`src/rtl/lsu_pkg.sv`:
```
// Shared types for the LSU memory-port arbiter: lane count, FSM states and
// the per-lane EX request bundle.
package lsu_pkg;

  localparam int NUM_LANES  = 2;
  localparam int LSU_ADDR_W = 32;
  localparam int LSU_DATA_W = 32;

  typedef enum logic {
    ARB_IDLE,
    ARB_SECOND
  } arb_state_t;

  typedef struct packed {
    logic                  rd_en;
    logic                  wr_en;
    logic [LSU_ADDR_W-1:0] rd_addr;
    logic [LSU_ADDR_W-1:0] wr_addr;
    logic [LSU_DATA_W-1:0] wr_data;
  } lane_req_t;

endpackage

```
`src/rtl/lsu_rdata_hold.sv`:
```
// Per-lane read-return path: forwards 1-cycle-latency memory data and keeps
// it stable until the lane's next read grant.
module lsu_rdata_hold
  import lsu_pkg::*;
#(
  parameter int DATA_W = LSU_DATA_W
) (
  input  logic              clk,
  input  logic              rst,
  input  logic              rd_grant,
  input  logic [DATA_W-1:0] mem_rdata,
  output logic [DATA_W-1:0] rdata
);

  logic              fresh_reg;
  logic [DATA_W-1:0] hold_reg;

  always_ff @(posedge clk) begin
    if (rst) begin
      fresh_reg <= 1'b0;
      hold_reg  <= '0;
    end else begin
      fresh_reg <= rd_grant;
      if (fresh_reg) begin
        hold_reg <= mem_rdata;
      end
    end
  end

  // Data in its arrival cycle comes straight from the port, afterwards from hold.
  assign rdata = fresh_reg ? mem_rdata : hold_reg;

endmodule

```
`src/rtl/lsu_mem_arbiter.sv`:
```
// Shares one data-memory port between the two LSU lanes of a bundle,
// serializing same-bundle requests in slot order with a one-cycle stall.
module lsu_mem_arbiter
  import lsu_pkg::*;
#(
  parameter int ADDR_W = LSU_ADDR_W,
  parameter int DATA_W = LSU_DATA_W
) (
  input  logic                          clk,
  input  logic                          rst,
  input  logic                          stall_in,
  input  logic [NUM_LANES-1:0]          lane_rd_en,
  input  logic [NUM_LANES-1:0]          lane_wr_en,
  input  logic [NUM_LANES*ADDR_W-1:0]   lane_rd_addr,
  input  logic [NUM_LANES*ADDR_W-1:0]   lane_wr_addr,
  input  logic [NUM_LANES*DATA_W-1:0]   lane_wr_data,
  output logic [NUM_LANES*DATA_W-1:0]   lane_rdata,
  output logic                          stall_out,
  output logic [ADDR_W-1:0]             mem_addr,
  output logic [DATA_W-1:0]             mem_wdata,
  output logic                          mem_we,
  output logic                          mem_re,
  input  logic [DATA_W-1:0]             mem_rdata
);

  lane_req_t            lane_req [NUM_LANES];
  logic [NUM_LANES-1:0] req;
  logic [NUM_LANES-1:0] grant;
  logic [NUM_LANES-1:0] rd_grant;
  logic                 conflict;
  arb_state_t           state_reg;
  arb_state_t           state_next;
  lane_req_t            sel;

  genvar gi;
  generate
    for (gi = 0; gi < NUM_LANES; gi++) begin : g_lane
      assign lane_req[gi].rd_en   = lane_rd_en[gi];
      assign lane_req[gi].wr_en   = lane_wr_en[gi];
      assign lane_req[gi].rd_addr = LSU_ADDR_W'(lane_rd_addr[gi*ADDR_W +: ADDR_W]);
      assign lane_req[gi].wr_addr = LSU_ADDR_W'(lane_wr_addr[gi*ADDR_W +: ADDR_W]);
      assign lane_req[gi].wr_data = LSU_DATA_W'(lane_wr_data[gi*DATA_W +: DATA_W]);
      assign req[gi]              = lane_rd_en[gi] | lane_wr_en[gi];
      // A lane asserting both enables is treated as a store.
      assign rd_grant[gi]         = grant[gi] & lane_rd_en[gi] & ~lane_wr_en[gi];

      lsu_rdata_hold #(
        .DATA_W(DATA_W)
      ) u_rdata_hold (
        .clk      (clk),
        .rst      (rst),
        .rd_grant (rd_grant[gi]),
        .mem_rdata(mem_rdata),
        .rdata    (lane_rdata[gi*DATA_W +: DATA_W])
      );
    end
  endgenerate

  assign conflict = req[0] & req[1];

  always_ff @(posedge clk) begin
    if (rst) begin
      state_reg <= ARB_IDLE;
    end else begin
      state_reg <= state_next;
    end
  end

  always_comb begin
    state_next = state_reg;
    stall_out  = 1'b0;
    grant      = '0;
    case (state_reg)
      ARB_IDLE: begin
        if (conflict) begin
          stall_out = 1'b1;
          if (!stall_in) begin
            grant      = 2'b01;
            state_next = ARB_SECOND;
          end
        end else if (!stall_in) begin
          grant = req;
        end
      end
      ARB_SECOND: begin
        // Lane 0 already went out; only lane 1 remains for this bundle.
        if (!stall_in) begin
          grant      = 2'b10;
          state_next = ARB_IDLE;
        end
      end
      default: state_next = ARB_IDLE;
    endcase
    // Nothing may reach the port while reset drops the in-flight bundle.
    if (rst) begin
      grant     = '0;
      stall_out = 1'b0;
    end
  end

  always_comb begin
    sel       = grant[1] ? lane_req[1] : lane_req[0];
    mem_we    = 1'b0;
    mem_re    = 1'b0;
    mem_addr  = '0;
    mem_wdata = '0;
    if (|grant) begin
      mem_we    = sel.wr_en;
      mem_re    = sel.rd_en & ~sel.wr_en;
      mem_addr  = ADDR_W'(sel.wr_en ? sel.wr_addr : sel.rd_addr);
      mem_wdata = DATA_W'(sel.wr_data);
    end
  end

endmodule
```
`config.mk`:
```
export PLATFORM = sky130hd
export DESIGN_NAME = lsu_mem_arbiter
export DESIGN_NICKNAME = d
export VERILOG_FILES = /design/src/rtl/lsu_pkg.sv /design/src/rtl/lsu_rdata_hold.sv /design/src/rtl/lsu_mem_arbiter.sv
export SDC_FILE = /design/constraint.sdc
export NUM_CORES = 1
export LEC_CHECK = 0
export ABC_AREA = 1
export CELL_PAD_IN_SITES_DETAIL_PLACEMENT = 1
export CELL_PAD_IN_SITES_GLOBAL_PLACEMENT = 2
export CORE_MARGIN = 2
export CORE_UTILIZATION = 15
export DETAILED_ROUTE_END_ITERATION = 6
export PLACE_DENSITY_LB_ADDON = 0.2
export SYNTH_ARGS = -nofsm -noshare
export SYNTH_HDL_FRONTEND = slang
export SYNTH_SLANG_ARGS = --single-unit
```
`constraint.sdc`:
```
create_clock -name clk -period 1.6 [get_ports clk]
set_input_delay 0.32 -clock clk [delete_from_list [all_inputs] [get_ports clk]]
set_output_delay 0.32 -clock clk [all_outputs]
set_load 0.01 [all_outputs]
```
==> results.sh <==
export IMPL_status="complete, but fails checks"
export IMPL_violations="negative setup slack"
export IMPL_finalSetupViolCount=125
export IMPL_leakage_nw=6.50
export IMPL_seq_area_frac_synth=0.286
export IMPL_tns_ns=-39.97
export IMPL_dpl_cell_count=1653
export IMPL_antenna_found_initial=6
export IMPL_drt_pre_antenna_iters=4
export IMPL_grt_max_degree=67
export IMPL_slowest_delay_ns=0.25
export IMPL_place_area_um2=9880
export IMPL_arrival_ns=1.85
export IMPL_grt_pass1_vias=8053
export IMPL_synth_warnings=0
export IMPL_peakVddDrop_mv=0.360
export IMPL_crit_path_frequent_cell="nand2_4"
export IMPL_design_area_um2=13800
export IMPL_syn_to_final_growth_pct=194
export IMPL_synth_edf_count=0
export IMPL_end_kind="primary output"
export IMPL_place_congestion=0.796
export IMPL_cts_tree="built"
export IMPL_largest_reg_flops=64
export IMPL_final_nets=1634
export IMPL_cts_buffers=9
export IMPL_root_buffer="clkbuf_16"
export IMPL_cts_sinks=67
export IMPL_post_drt_wl_per_cell_um=18.4
export IMPL_cts_clk_slew_worst_paths_ns=0.06
export IMPL_worst_slack_ns=-0.567
export IMPL_slowest_stage="dlygate4sd2_1"
export IMPL_grt_pass1_wl_um=46600
export IMPL_antenna_left=0
export IMPL_crit_required_ns=1.28
export IMPL_vias=7892
export IMPL_floorplan_initialDensity=0.153
export IMPL_dieHeight_um=181
export IMPL_gr_usage_all_layers=0.181
export IMPL_tightest_slew_ns=0.559
export IMPL_syn_area_um2=4700
export IMPL_core_um2=30700
export IMPL_final_max_slew_violation_count=0
export IMPL_final_common_cell="clkdlybuf4s50_1"
export IMPL_syn_inst=813
export IMPL_whs_ns=0.428
export IMPL_synth_seq_cells=67
export IMPL_port_buffers=361
export IMPL_period_share=1.35
export IMPL_synth_ff_type="dfxtp_1"
export IMPL_min_path_type="primary input to flip-flop"
export IMPL_dp_slack_ns=-1.12
export IMPL_synth_area_leaders="nand2_1 (29%), dfxtp_1 (29%), nand3_1 (10%), nand4_1 (8.8%), a21oi_1 (6.9%)"
export IMPL_synth_fp_nets=1044
export IMPL_clkLatencyLatePin_ns=0.34
export IMPL_die_w_um=181
export IMPL_ioPinCount=362
export IMPL_avgSynthCellArea_um2=5.78
export IMPL_fin_crit_ns=2.17
export IMPL_grt_ovfl_total=0
export IMPL_route_final_wire_length_um=33200
export IMPL_worstSetupPathType="primary input to primary output"
export IMPL_rsz0062_at_grt="yes"
export IMPL_fin_skew_ns=0.00445
export IMPL_drc=0
export IMPL_first_iter_violations=156
export IMPL_async_flop_share=0
export IMPL_timing_hold_violations_final=0
export IMPL_htree_levels=3
export IMPL_crit_chain="dlygate4sd2_1 -> inv_2 -> nand2_4 -> nand2_4 -> buf_6 -> nand4_1 -> nand2_4 -> buf_8 -> clkbuf_16 -> nand3_2 -> nand2_2 -> buf_6"
export IMPL_worst_path_max_fanout=5
export IMPL_cap_violations=0
export IMPL_yosysUniqueCellTypes=23
export IMPL_num_rows=64
export IMPL_dieArea_um2=32700
export IMPL_fmax_ghz=0.461
export IMPL_dp_hpwl_um=21300
export IMPL_clockBufferDepth=2
export IMPL_p_per_area_nw_per_um2=494
export IMPL_viasPerCell=4.37
export IMPL_yosys_area_top_type="nand2_1"
export IMPL_final_cell_mix="clkdlybuf4s50_1 (224), buf_4 (165), nand2_1 (141), buf_6 (131), nand2_4 (121)"
export IMPL_yosys_area_top_type_share=0.287
export IMPL_critPathLaunchType="primary input"
export IMPL_finalNonFillerCells=1806
export IMPL_drive_gt1_frac=0.548
export IMPL_relSlewSlack=0.627
[logic make-up after synthesis]
family                 count (synthesis)  synth area share
and+or+nand+nor                      534             0.497
buffers and inverters                113             0.111
AOI/OAI and AO/OA                     99             0.106
DFF                                   67             0.286
[cell type report]
cell class / count / area [µm²]
Antenna cell: 2 / 5.00
Clock buffer: 10 / 239
Clock inverter: 6 / 136
Fill cell: 3546 / 16900
Inverter: 41 / 175
Multi-Input combinational cell: 634 / 4590
Sequential cell: 67 / 1350
Tap cell: 396 / 495
Timing Repair Buffer: 650 / 6810
[where the power goes]
group	internal, W	total [W]	switching [W]
clock network	0.00173	0.00252	0.000797
registers	0.00169	0.00171	0.0000201
logic	0.00144	0.00259	0.00115
total	0.00486	0.00683	0.00197
[synth_stat cells (2+ instances only)]
cell type / instances
nand2_1: 359
nand3_1: 96
dfxtp_1: 67
nand4_1: 66
a21oi_1: 65
inv_1: 41
buf_2: 32
clkbuf_1: 22
o21ai_0: 20
o21ai_1: 13
buf_4: 11
buf_1: 3
nand2_2: 3
nor2_1: 3
buf_6: 2
clkbuf_2: 2
nor3_1: 2
[metal layers]
metal / track usage / wire (µm) / vias up
met5: 0 / 45 / -
met4: 0.0317 / 427 / 6
met3: 0.0494 / 2130 / 33
met2: 0.339 / 17900 / 243
met1: 0.207 / 12700 / 3731
li1: - / - / 3879
[worst paths after layout]
kind	startpoint	to	slack [ns]	depth (start not counted)
worst max-delay path	lane_rd_en[0]	mem_addr[23]	-0.57	12
worst max register to register	g_lane[0].u_rdata_hold.fresh_reg	g_lane[0].u_rdata_hold.hold_reg[14]	0.10	9
worst min register to register	g_lane[1].u_rdata_hold.hold_reg[21]	g_lane[1].u_rdata_hold.hold_reg[21]	0.48	2
worst min-delay path	stall_in	state_reg	0.43	3
[critical path, delay by kind of cell]
family / cells / cell delay [ns]
buffers and inverters: 6 / 0.88
and+or+nand+nor: 6 / 0.64
[what timing repair did]
action / in CTS / in global routing
setup endpoints to repair: 131 / 132
hold buffers: 0 / 0
gates cloned: 16 / 9
buffers inserted: 74 / 60
resized for setup: 881 / 408
pin swaps: 39 / 77
[through the flow]
stage / utilization / power, W
2_1_floorplan: - / 0.00238
3_3_place_gp: 0.322 / 0.00363
3_5_place_dp: 0.322 / 0.00363
4_1_cts: 0.386 / 0.00655
5_1_grt: 0.450 / 0.00713
6_report: 0.450 / 0.00683
Power figures use the tool's default switching activity.
